[src/rtl/approx_adder_error_monitor.sv]
// rtl/approx_adder_error_monitor.sv - windowed error statistics for approximate adders (optional ERR_MON_SQERR_EN adds sum_sq)
module approx_adder_error_monitor #(
    parameter int W     = 16,
    parameter int LOG_N = 8
) (
    input  logic                   clk,
    input  logic                   rst_n,
    input  logic                   start,
    input  logic                   in_valid,
    output logic                   in_ready,
    input  logic [W-1:0]           IN1,
    input  logic [W-1:0]           IN2,
    input  logic [W:0]             approx_out,
    output logic                   res_valid,
    input  logic                   res_ready,
    output logic [W+LOG_N:0]       sum_ed,
    output logic [LOG_N:0]         err_cnt,
    output logic [W:0]             max_ed,
`ifdef ERR_MON_SQERR_EN
    output logic [2*(W+1)+LOG_N-1:0] sum_sq,
`endif
    output logic                   busy
);

    localparam int EW    = W + 1;
    localparam int SUM_W = W + 1 + LOG_N;
    localparam int CNT_W = LOG_N + 1;
    localparam logic [CNT_W-1:0] CNT_LAST = CNT_W'((1 << LOG_N) - 1);

    typedef enum logic [1:0] {
        ST_IDLE,
        ST_RUN,
        ST_DRAIN,
        ST_REPORT
    } state_t;

    state_t            state_q, state_d;
    logic [CNT_W-1:0]  cnt_q, cnt_d;
    logic              s1_valid_q, s1_valid_d;
    logic [EW-1:0]     s1_exact_q, s1_exact_d;
    logic [EW-1:0]     s1_approx_q, s1_approx_d;
    logic [SUM_W-1:0]  sum_ed_q, sum_ed_d;
    logic [CNT_W-1:0]  err_cnt_q, err_cnt_d;
    logic [EW-1:0]     max_ed_q, max_ed_d;

    logic              accept;
    logic [EW-1:0]     exact_sum;
    logic [EW-1:0]     ed;

    assign accept    = in_valid && (state_q == ST_RUN);
    assign exact_sum = EW'(IN1) + EW'(IN2);
    // absolute error of the sample sitting in stage 1
    assign ed        = (s1_exact_q >= s1_approx_q) ? (s1_exact_q - s1_approx_q)
                                                   : (s1_approx_q - s1_exact_q);

`ifdef ERR_MON_SQERR_EN
    localparam int SQ_W  = 2 * EW;
    localparam int SSQ_W = SQ_W + LOG_N;
    logic [SQ_W-1:0]  ed_sq;
    logic [SSQ_W-1:0] sum_sq_q, sum_sq_d;
    assign ed_sq  = SQ_W'(ed) * SQ_W'(ed);
    assign sum_sq = sum_sq_q;
`endif

    // next-state: capture stage, accumulate stage, window control
    always_comb begin
        state_d     = state_q;
        cnt_d       = cnt_q;
        s1_valid_d  = 1'b0;
        s1_exact_d  = s1_exact_q;
        s1_approx_d = s1_approx_q;
        sum_ed_d    = sum_ed_q;
        err_cnt_d   = err_cnt_q;
        max_ed_d    = max_ed_q;
`ifdef ERR_MON_SQERR_EN
        sum_sq_d    = sum_sq_q;
`endif
        if (accept) begin
            s1_valid_d  = 1'b1;
            s1_exact_d  = exact_sum;
            s1_approx_d = approx_out;
            cnt_d       = cnt_q + 1'b1;
        end
        if (s1_valid_q) begin
            sum_ed_d  = sum_ed_q + SUM_W'(ed);
            err_cnt_d = err_cnt_q + CNT_W'(ed != '0);
            if (ed > max_ed_q) begin
                max_ed_d = ed;
            end
`ifdef ERR_MON_SQERR_EN
            sum_sq_d  = sum_sq_q + SSQ_W'(ed_sq);
`endif
        end
        case (state_q)
            ST_IDLE: begin
                if (start) begin
                    state_d   = ST_RUN;
                    cnt_d     = '0;
                    sum_ed_d  = '0;
                    err_cnt_d = '0;
                    max_ed_d  = '0;
`ifdef ERR_MON_SQERR_EN
                    sum_sq_d  = '0;
`endif
                end
            end
            ST_RUN: begin
                if (accept && (cnt_q == CNT_LAST)) begin
                    state_d = ST_DRAIN;
                end
            end
            ST_DRAIN: begin
                if (!s1_valid_q) begin
                    state_d = ST_REPORT;
                end
            end
            ST_REPORT: begin
                if (res_ready) begin
                    state_d = ST_IDLE;
                end
            end
            default: state_d = ST_IDLE;
        endcase
    end

    // state and pipeline registers with synchronous clear
    always_ff @(posedge clk) begin
        if (!rst_n) begin
            state_q     <= ST_IDLE;
            cnt_q       <= '0;
            s1_valid_q  <= 1'b0;
            s1_exact_q  <= '0;
            s1_approx_q <= '0;
            sum_ed_q    <= '0;
            err_cnt_q   <= '0;
            max_ed_q    <= '0;
`ifdef ERR_MON_SQERR_EN
            sum_sq_q    <= '0;
`endif
        end else begin
            state_q     <= state_d;
            cnt_q       <= cnt_d;
            s1_valid_q  <= s1_valid_d;
            s1_exact_q  <= s1_exact_d;
            s1_approx_q <= s1_approx_d;
            sum_ed_q    <= sum_ed_d;
            err_cnt_q   <= err_cnt_d;
            max_ed_q    <= max_ed_d;
`ifdef ERR_MON_SQERR_EN
            sum_sq_q    <= sum_sq_d;
`endif
        end
    end

    assign in_ready  = (state_q == ST_RUN);
    assign busy      = (state_q == ST_RUN) || (state_q == ST_DRAIN);
    assign res_valid = (state_q == ST_REPORT);
    assign sum_ed    = sum_ed_q;
    assign err_cnt   = err_cnt_q;
    assign max_ed    = max_ed_q;

endmodule

[config.mk]
export PLATFORM = sky130hd
export DESIGN_NAME = approx_adder_error_monitor
export DESIGN_NICKNAME = d
export VERILOG_FILES = /design/src/rtl/approx_adder_error_monitor.sv
export SDC_FILE = /design/constraint.sdc
export NUM_CORES = 1
export LEC_CHECK = 0
export CAP_MARGIN = 30
export CORE_AREA = 10 10 131 133
export CTS_BUF_LIST = sky130_fd_sc_hd__clkbuf_4
export CTS_CLUSTER_SIZE = 16
export DETAILED_ROUTE_END_ITERATION = 10
export DIE_AREA = 0 0 141 143
export GPL_TIMING_DRIVEN = 0
export HOLD_SLACK_MARGIN = 0.06
export PLACE_DENSITY = 0.79
export SYNTH_ARGS = -nofsm -noshare
export SYNTH_HDL_FRONTEND = slang
export SYNTH_SLANG_ARGS = --single-unit
[constraint.sdc]
create_clock -name clk -period 5 [get_ports clk]
set_input_delay 0.5 -clock clk [delete_from_list [all_inputs] [get_ports clk]]
set_output_delay 0.5 -clock clk [all_outputs]
set_load 0.01 [all_outputs]
# After elaboration in Yosys (flattened, before gate mapping)
# Index checks and enable logic that the tools add are counted.
# op_classes
addsub	6
n_eq_ne	8
n_reduce_logical	6
magnitude_cmp	2
mux	20
# op_table
operator	count
$mux W17	5
$mux W25	3
$mux W9	6
$sub A17 B17 Y17	2
$add A25 B17 Y25	1
$add A16 B16 Y17	1
$ge A17 B17 Y1	1
$gt A17 B17 Y1	1
$reduce_bool A17 Y1	1
$add A9 B1 Y9	1
$add A9 B1 Y9 const B	1
$eq A9 B8 Y1 const B	1
$mux W2	4
$pmux W2 S4	1
$eq A2 B2 Y1 const B	2
$ne A2 B1 Y1 const B	2
$ne A2 B2 Y1 const B	2
$reduce_and A4 Y1	1
$eq A2 B1 Y1 const B	1
$logic_and A1 B1 Y1	2
$logic_not A2 Y1	1
$logic_or A1 B1 Y1	1
$mux W1	1
# totals
input_bits	54
output_inout_bits	54
elab_cells	50
ff_bits	97

# Depth between registers and ports, before layout
# Gate-level depths: netlist of run 1.
# depth
word_depth	7
depth_mapped	25
ltp_nobuf	22

# Worst setup path before layout of run 1
# No wires, ideal clock.
# synth_timing
path_kind	register -> register
start	register s1_exact_q[11]
end	register max_ed_q[12], in the netlist max_ed[12]
arrival_time_ps	4673
setup_slack_ps	241
n_path_buf	3
path_stages_with_launch	21
synth_period_minus_slack_ps	4759
setup_ps	86
required_time_ps	4914
cell_sequence	dfxtp_1 > inv_1 > ha_1 > clkbuf_1 > nand2_1 > nor4_1 > a2111oi_4 > nand2_2 > buf_6 > mux2_2 > or2_1 > o311ai_1 > inv_1 > ha_1 > nand2_1 > nor3_1 > nand4_1 > o21ai_1 > clkbuf_1 > nor2_1 > a211oi_1
# synth_via
elab_chain_len	7
elab_cells_between_ends	9
cone_classes	add/sub (2); order compare (2); mux (5)
# synth_lines
item	line	text
from (decl)	40	logic [EW-1:0] s1_exact_q, s1_exact_d;
from (signal assigned)	144	s1_exact_q <= s1_exact_d;
$sub A17 B17 Y17, or another cell as far along	54	: (s1_approx_q - s1_exact_q);
$mux W17 (*)	53	assign ed = (s1_exact_q >= s1_approx_q) ? (s1_exact_q - s1_approx_q)
$gt A17 B17 Y1	87	if (ed > max_ed_q) begin
$mux W17 (*)	87	
$mux W17 (*)	84	if (s1_valid_q) begin
$mux W17	96	if (start) begin
$mux W17 (*)	94	case (state_q)
to (signal assigned)	148	max_ed_q <= max_ed_d;
to (decl)	44	logic [EW-1:0] max_ed_q, max_ed_d;
# Mark *: on every way between the ends. The rest lies on a longest branch, timed or not.
# A chain may end at the register's enable or synchronous reset.

# Worst setup path in the final report of run 1
# layout_timing
start	register s1_exact_q[12]
end	register sum_ed_q[22], in the netlist sum_ed[22]
# layout_via
elab_chain_len	6
elab_cells_between_ends	8
cone_classes	add/sub (3); order compare (1); mux (4)
# layout_lines
item	line	text
$sub A17 B17 Y17, or another cell as far along	54	
$mux W17 (*)	53	
$add A25 B17 Y25 (*)	85	sum_ed_d = sum_ed_q + SUM_W'(ed);
$mux W25 (*)	84	
$mux W25	96	
$mux W25 (*)	94	
to (signal assigned)	146	sum_ed_q <= sum_ed_d;
to (decl)	42	logic [SUM_W-1:0] sum_ed_q, sum_ed_d;
# Marks and branches as above.

==> flow_summary.yaml, run 1 <==
status:
  status: "complete, no violations"
global_route:
  antenna_found_initial: 1
  met2_usage_pct: 31.5
  first_global_vias: 6734
  use_met3_pct: 4.81
  grt-ovfl-total: 0
  busiest_layer: "met2"
  grt_pass1_wl_um: 31700
  grt.total_usage_pct: 18.8
  use_met1_pct: 22.3
  grt_max_degree: 18
floorplan:
  die_h_um: 143
  die-area_mm2: 0.0202
  design.core.area_mm2: 0.0144
  row_count: 44
  start_util_pct: 51.4
  fp.dieW_um: 141
  io-pin-count: 108
routing:
  vias: 7030
  postRouteAntennaNets: 0
  drc_errors: 0
  drt_iter0_drc: 422
  vias_per_cell: 5.63
  drt-total-wl_um: 19600
  first_pass_iters: 8
  avgRoutedWirePerCell_um: 15.7
cts:
  root_buffer: "clkbuf_4"
  clkTransAtPathRegs_ns: 0.16
  cts_max_level: 3
  cts_sinks: 97
  clock_latency_ns: 0.50
  cts_buffers: 9
  hold_buffers: 0
  ctsLongestPathBuffers: 2
  cts_tree: "yes"
timing:
  drv_slew: 0
  setup_viol: 0
  slew_headroom_pct: 54.3
  setup_ws_ns: 0.174
  period_minus_slack_ns: 4.83
  tns_ns: 0
  finalClockSkew_ns: 0.0262
  fin_crit_sh_pct: 96.5
  worstMarginPinSlew_ns: 0.686
  max_freq_mhz: 207
  hold_violations: 0
setup_path:
  worstPathArrival_ns: 5.28
  start_kind: "flop"
  endpoint_kind: "flop"
  crit-reg2reg-launch: "s1_exact_q[12]"
  rrSetupSlack_ns: 0.17
  worst-setup-path-type: "flop to flop"
  worstPathMaxFanout: 10
  cp_data_required_time_ns: 5.45
  r2r_cells: 19
  r2r_end: "sum_ed[22]"
pwr:
  p_total_mw: 6.33
  ir_drop_v: 0.000335
  power.density_mw_per_mm2: 687
  total_leakage_power_nw: 3.74
min_path:
  min_path_cells: 2
  min_from: "s1_approx_q[16]"
  hp-class: "flop to flop"
  hold_path_end: "s1_approx_q[16]"
synthesis:
  synthCells: 928
  ys_warn_count: 0
  synth.avg_cell_area_um2: 7.99
  synth-edff-count: 0
  async_flop_share_pct: 0
  synth-seq-area-share_pct: 26.2
  syn_nets: 1078
  syn_area_mm2: 0.00741
  synth_cell_types: 70
  synthFlopType: "dfxtp_1"
  ys_ff_latch: 97
place:
  dp_slack_ns: -0.934
  dpl_cell_area_mm2: 0.00871
  numPortBuffers: 107
  hpwl_um: 15400
  gp_congestion: 0.911
final_layout:
  final_util_pct: 63.9
  synthToLayoutAreaGrowth_pct: 24.4
  final_layout_size_suffix_gt1_share_pct: 9.41
  finalInstanceArea_mm2: 0.00922
  nFillCells: 1298
  nets: 1208
run:
  cap_violations: 0
## cells in the mapped netlist, types with 20 or more instances
library cell	number	area (um2)
a21oi_1	52	260
mux2i_1	27	270
xnor2_1	20	175
xor2_1	27	236
a21o_1	25	188
nand2_1	90	338
nor2_1	83	312
nand3_1	22	110
inv_1	86	323
ha_1	92	1150
clkbuf_1	24	90.1
dfxtp_1	97	1940
a21boi_0	22	165
o21ai_0	36	180
## logic make-up after synthesis
logic type	share of synthesized area (%)
mux	4.41
simple gates	20.3
xor+xnor	5.55
buf+inv	6.40
compound gates	20.6
fa+ha+maj	16.6
flops	26.2
## stage by stage
step / hold WS [ns] / instances
floorplan: 0.443 / 928
global placement: 0.454 / 1219
detailed placement: 0.458 / 1219
CTS: 0.479 / 1240
global route: 0.521 / 1248
finish: 0.474 / 1248
## sequential cells by signal (all words and copies together), names as in the netlist
name / flops
s1_exact_q: 17
s1_valid_q: 1
cnt_q: 9
sum_ed: 25
max_ed: 17
err_cnt: 9
s1_approx_q: 17
state_q: 2
## area by class of cell
type / count / area (um2) / share of cell area (%)
antenna: 1 / 2.50 / 0.0271
inverter: 86 / 323 / 3.50
multi-input combinational: 710 / 5250 / 56.9
tap: 184 / 230 / 2.50
clock buffer: 9 / 67.6 / 0.733
sequential: 97 / 1950 / 21.1
buffer: 31 / 153 / 1.66
timing repair buffer: 123 / 1190 / 12.9
clock inverter: 7 / 53.8 / 0.583
## worst max path at each step
stage	start	to	slack [ns]
2_1_floorplan	s1_exact_q[11]	max_ed[12]	0.24
3_3_place_gp	s1_exact_q[11]	max_ed[15]	-0.87
3_5_place_dp	s1_exact_q[11]	max_ed[11]	-0.93
4_1_cts	s1_exact_q[13]	sum_ed[22]	0.006
5_1_grt	s1_exact_q[13]	sum_ed[23]	-0.03
6_report	s1_exact_q[12]	sum_ed[22]	0.17
## power breakdown
part,internal [mW],switching [mW]
combinational,2.18,2.80
clock,0.107,0.290
sequential,0.872,0.0879
## worst max-delay path, stage by stage, from the launching register on
cell	delay, ns
dfxtp_2	0.38
inv_1	0.05
ha_1	0.28
clkbuf_4	0.20
nand4_1	0.17
or2_2	0.33
a21oi_2	0.20
a2111oi_4	0.07
nand2_2	0.11
buf_6	0.18
mux2_2	0.36
or2_1	0.25
o311ai_4	0.34
inv_1	0.14
ha_1	0.37
or3_1	0.36
o21ai_0	0.17
a21oi_4	0.09
or4b_2	0.61
nand3_1	0.10
## cell usage in the layout (no fill, tap or decap), types with 12 or more instances in the layout
cell type / count
and3_1: 12
xnor2_1: 16
a21oi_1: 47
clkdlybuf4s50_1: 107
nor2_1: 81
clkbuf_4: 12
o21ai_0: 32
a21boi_0: 20
clkbuf_1: 18
nand4_1: 16
nand3_1: 22
nand2_1: 90
xor2_1: 24
ha_1: 82
a211oi_1: 18
inv_1: 86
mux2i_1: 25
dfxtp_1: 91
and2_1: 14
a21o_1: 25
nor3_1: 12
buf_4: 16
## per-layer routing
metal  vias to the layer above  share of wire, %  routed length [um]
met4                         0               3.0                 581
met5                         -                 0                   0
met3                        47               7.8                1530
li1                       3526                 -                   -
met2                       258                46                8950
met1                      3199                43                8510
## repair_timing
item,4_1_cts,5_1_grt
pin swaps,8,15
gates resized for setup,24,43
buffers inserted,9,7
endpoints found under the setup margin,32,29
Power figures use the tool's default switching activity.
==> inputs of run 2 (changes only) <==
CORE_AREA = 10 10 133 135   (was 10 10 131 133)
CTS_BUF_LIST = sky130_fd_sc_hd__clkbuf_8 sky130_fd_sc_hd__clkbuf_16   (was sky130_fd_sc_hd__clkbuf_4)
DIE_AREA = 0 0 143 145   (was 0 0 141 143)
PLACE_DENSITY = 0.77   (was 0.79)
==> run 2 against run 1 <==
Cell count about the same. Highest routed layer unchanged. Critical endpoint unchanged. First-iteration DRC count decreased by 6.2%. Power increased by 5.4%. Largest power group unchanged.
==> flow_summary.yaml, run 2 (synthesis gave the netlist of run 1 again) <==
routing:
  postRouteAntennaNets: 0
  drc_errors: 0
  drt-total-wl_um: 19800
  vias_per_cell: 5.59
  avgRoutedWirePerCell_um: 15.8
  vias: 6985
  first_pass_iters: 5
  drt_iter0_drc: 396
cts:
  cts_max_level: 3
  root_buffer: "clkbuf_16"
  clkTransAtPathRegs_ns: 0.07
  clock_latency_ns: 0.36
  ctsLongestPathBuffers: 2
  cts_tree: "yes"
  cts_buffers: 9
  cts_sinks: 97
  hold_buffers: 0
final_layout:
  final_layout_size_suffix_gt1_share_pct: 9.05
  synthToLayoutAreaGrowth_pct: 26.2
  nets: 1206
  diodes: 0
  final_cell_mix: "107 x clkdlybuf4s50_1, 93 x dfxtp_1, 90 x nand2_1"
  largest_reg_flops: 25
  stdcell_count: 1249
  finalInstanceArea_mm2: 0.00936
  final_common_cell: "clkdlybuf4s50_1"
  final_util_pct: 62.3
timing:
  fin_crit_sh_pct: 96.6
  worstMarginPinSlew_ns: 0.685
  drv_slew: 0
  finalClockSkew_ns: 0.00962
  hold_violations: 0
  setup_viol: 0
  max_freq_mhz: 207
  slew_headroom_pct: 54.3
  period_minus_slack_ns: 4.83
setup_path:
  cpMaxStageDelayCell: "or4b_2"
  r2r_end: "sum_ed[22]"
  r2r_cells: 17
  worst-path-buf-inv: 3
  endpoint_kind: "flop"
  cp_slowest_stage_delay_ns: 0.63
  rrSetupSlack_ns: 0.17
  start_kind: "flop"
  critPathTopFamily: "simple AND/OR/NAND/NOR gates"
  crit-reg2reg-launch: "s1_exact_q[9]"
  worstPathMaxFanout: 10
  crit_start: "s1_exact_q[9]"
  worst-setup-path-type: "flop to flop"
  worstPathArrival_ns: 5.13
  cp.depth: 17
  worstSetupEndpoint: "sum_ed[22]"
  path_cells: "inv_1 > ha_1 > nand4_1 > nor4_4 > a2111oi_4 > nand2_2 > buf_6 > mux2_2 > or2_1 > o311ai_4 > inv_1 > ha_1 > or3_1 > o21ai_2 > a21oi_4 > or4b_2 > nand3_1"
  cp_data_required_time_ns: 5.30
global_route:
  grt.total_usage_pct: 18.2
  grt-ovfl-total: 0
  grt_max_degree: 17
  antenna_found_initial: 0
  first_global_vias: 6608
  grt_pass1_wl_um: 31700
place:
  dpl_cell_area_mm2: 0.00872
  numPortBuffers: 107
  hpwl_um: 15300
  placed_cells: 1223
  gp_congestion: 0.901
floorplan:
  design.core.area_mm2: 0.0150
  start_util_pct: 49.3
  io-pin-count: 108
  die-area_mm2: 0.0207
  die_h_um: 145
  fp.dieW_um: 143
  row_count: 45
status:
  status: "complete, no violations"
pwr:
  power.density_mw_per_mm2: 713
  total_leakage_power_nw: 3.79
  ir_drop_v: 0.000358
run:
  cap_violations: 0
min_path:
  hp-class: "flop to flop"
  min_path_cells: 2
run 2: cell count changes in the layout (fill, tap and decap cells not counted), sizes merged:
cell      before  now
buf           25   23
diode          1    0
clkinv         2    1
clkinvlp       2    3
inv           89   88
a21oi         53   54
run 2: routing by layer:
metal / wire length, um / global-route usage, % / up-vias / part of all wire (%)
met5: 0 / 0 / - / 0
met4: 445 / 6.50 / 0 / 2.2
met3: 1240 / 3.88 / 31 / 6.3
met2: 9010 / 29.1 / 216 / 45
met1: 9100 / 23.5 / 3217 / 46
li1: - / - / 3521 / -
run 2: where the power goes:
group          switching [mW]  internal, mW  leakage [nW]
Clock                   0.313         0.352         0.133
Combinational            2.83          2.22          2.87
Sequential             0.0899         0.871         0.787
run 2: worst min path at each step:
stage,to,from
after floorplan,s1_approx_q[16],s1_approx_q[16]
after global placement,s1_approx_q[16],s1_approx_q[16]
after detailed placement,cnt_q[1],cnt_q[1]
after CTS,cnt_q[1],cnt_q[1]
after global routing,cnt_q[1],cnt_q[1]
final,cnt_q[1],cnt_q[1]
run 2: worst reg2reg max path, stage by stage, from the launching register on:
cell,delay (ns)
dfxtp_1,0.37
inv_1,0.06
ha_1,0.46
nand4_1,0.22
nor4_4,0.41
a2111oi_4,0.16
nand2_2,0.14
buf_6,0.18
mux2_2,0.36
or2_1,0.25
o311ai_4,0.34
inv_1,0.13
ha_1,0.38
or3_1,0.40
o21ai_2,0.12
a21oi_4,0.08
or4b_2,0.63
nand3_1,0.10
run 2: per-stage QoR:
stage                     hold WS [ns]  TNS [ns]  worst slack (ns)  total power, mW
after detailed placement         0.470    -19.38            -0.956             5.30
after global placement           0.455    -17.84            -0.901             5.22
final                            0.478         0             0.172             6.68
after CTS                        0.482         0           0.00833             6.18
after global routing             0.504   -0.0333           -0.0178             7.20
after floorplan                  0.443         0             0.241             4.23
run 2: cell type report:
cell class              instances  area [um2]
clock buffers                  10         239
multi-input cells             711        5250
fillers                      1300        5670
repair buffers                120        1170
well taps                     188         235
plain buffers                  31         153
clock inverters                 6        43.8
flip-flops and latches         97        1950
inverters                      86         323
run 2: timing repair:
| action | in CTS | in global routing |
|---|---|---|
| setup endpoints to repair | 33 | 30 |
| pin swaps | 4 | 15 |
| cloned | 0 | 1 |
| buffers inserted | 4 | 9 |
| resized for setup | 27 | 39 |
==> inputs of run 3 (changes only) <==
SLEW_MARGIN = 20   (was default)
==> results of run 3 <==
No change in the layout: final DEF, timing and power equal those of run 2.
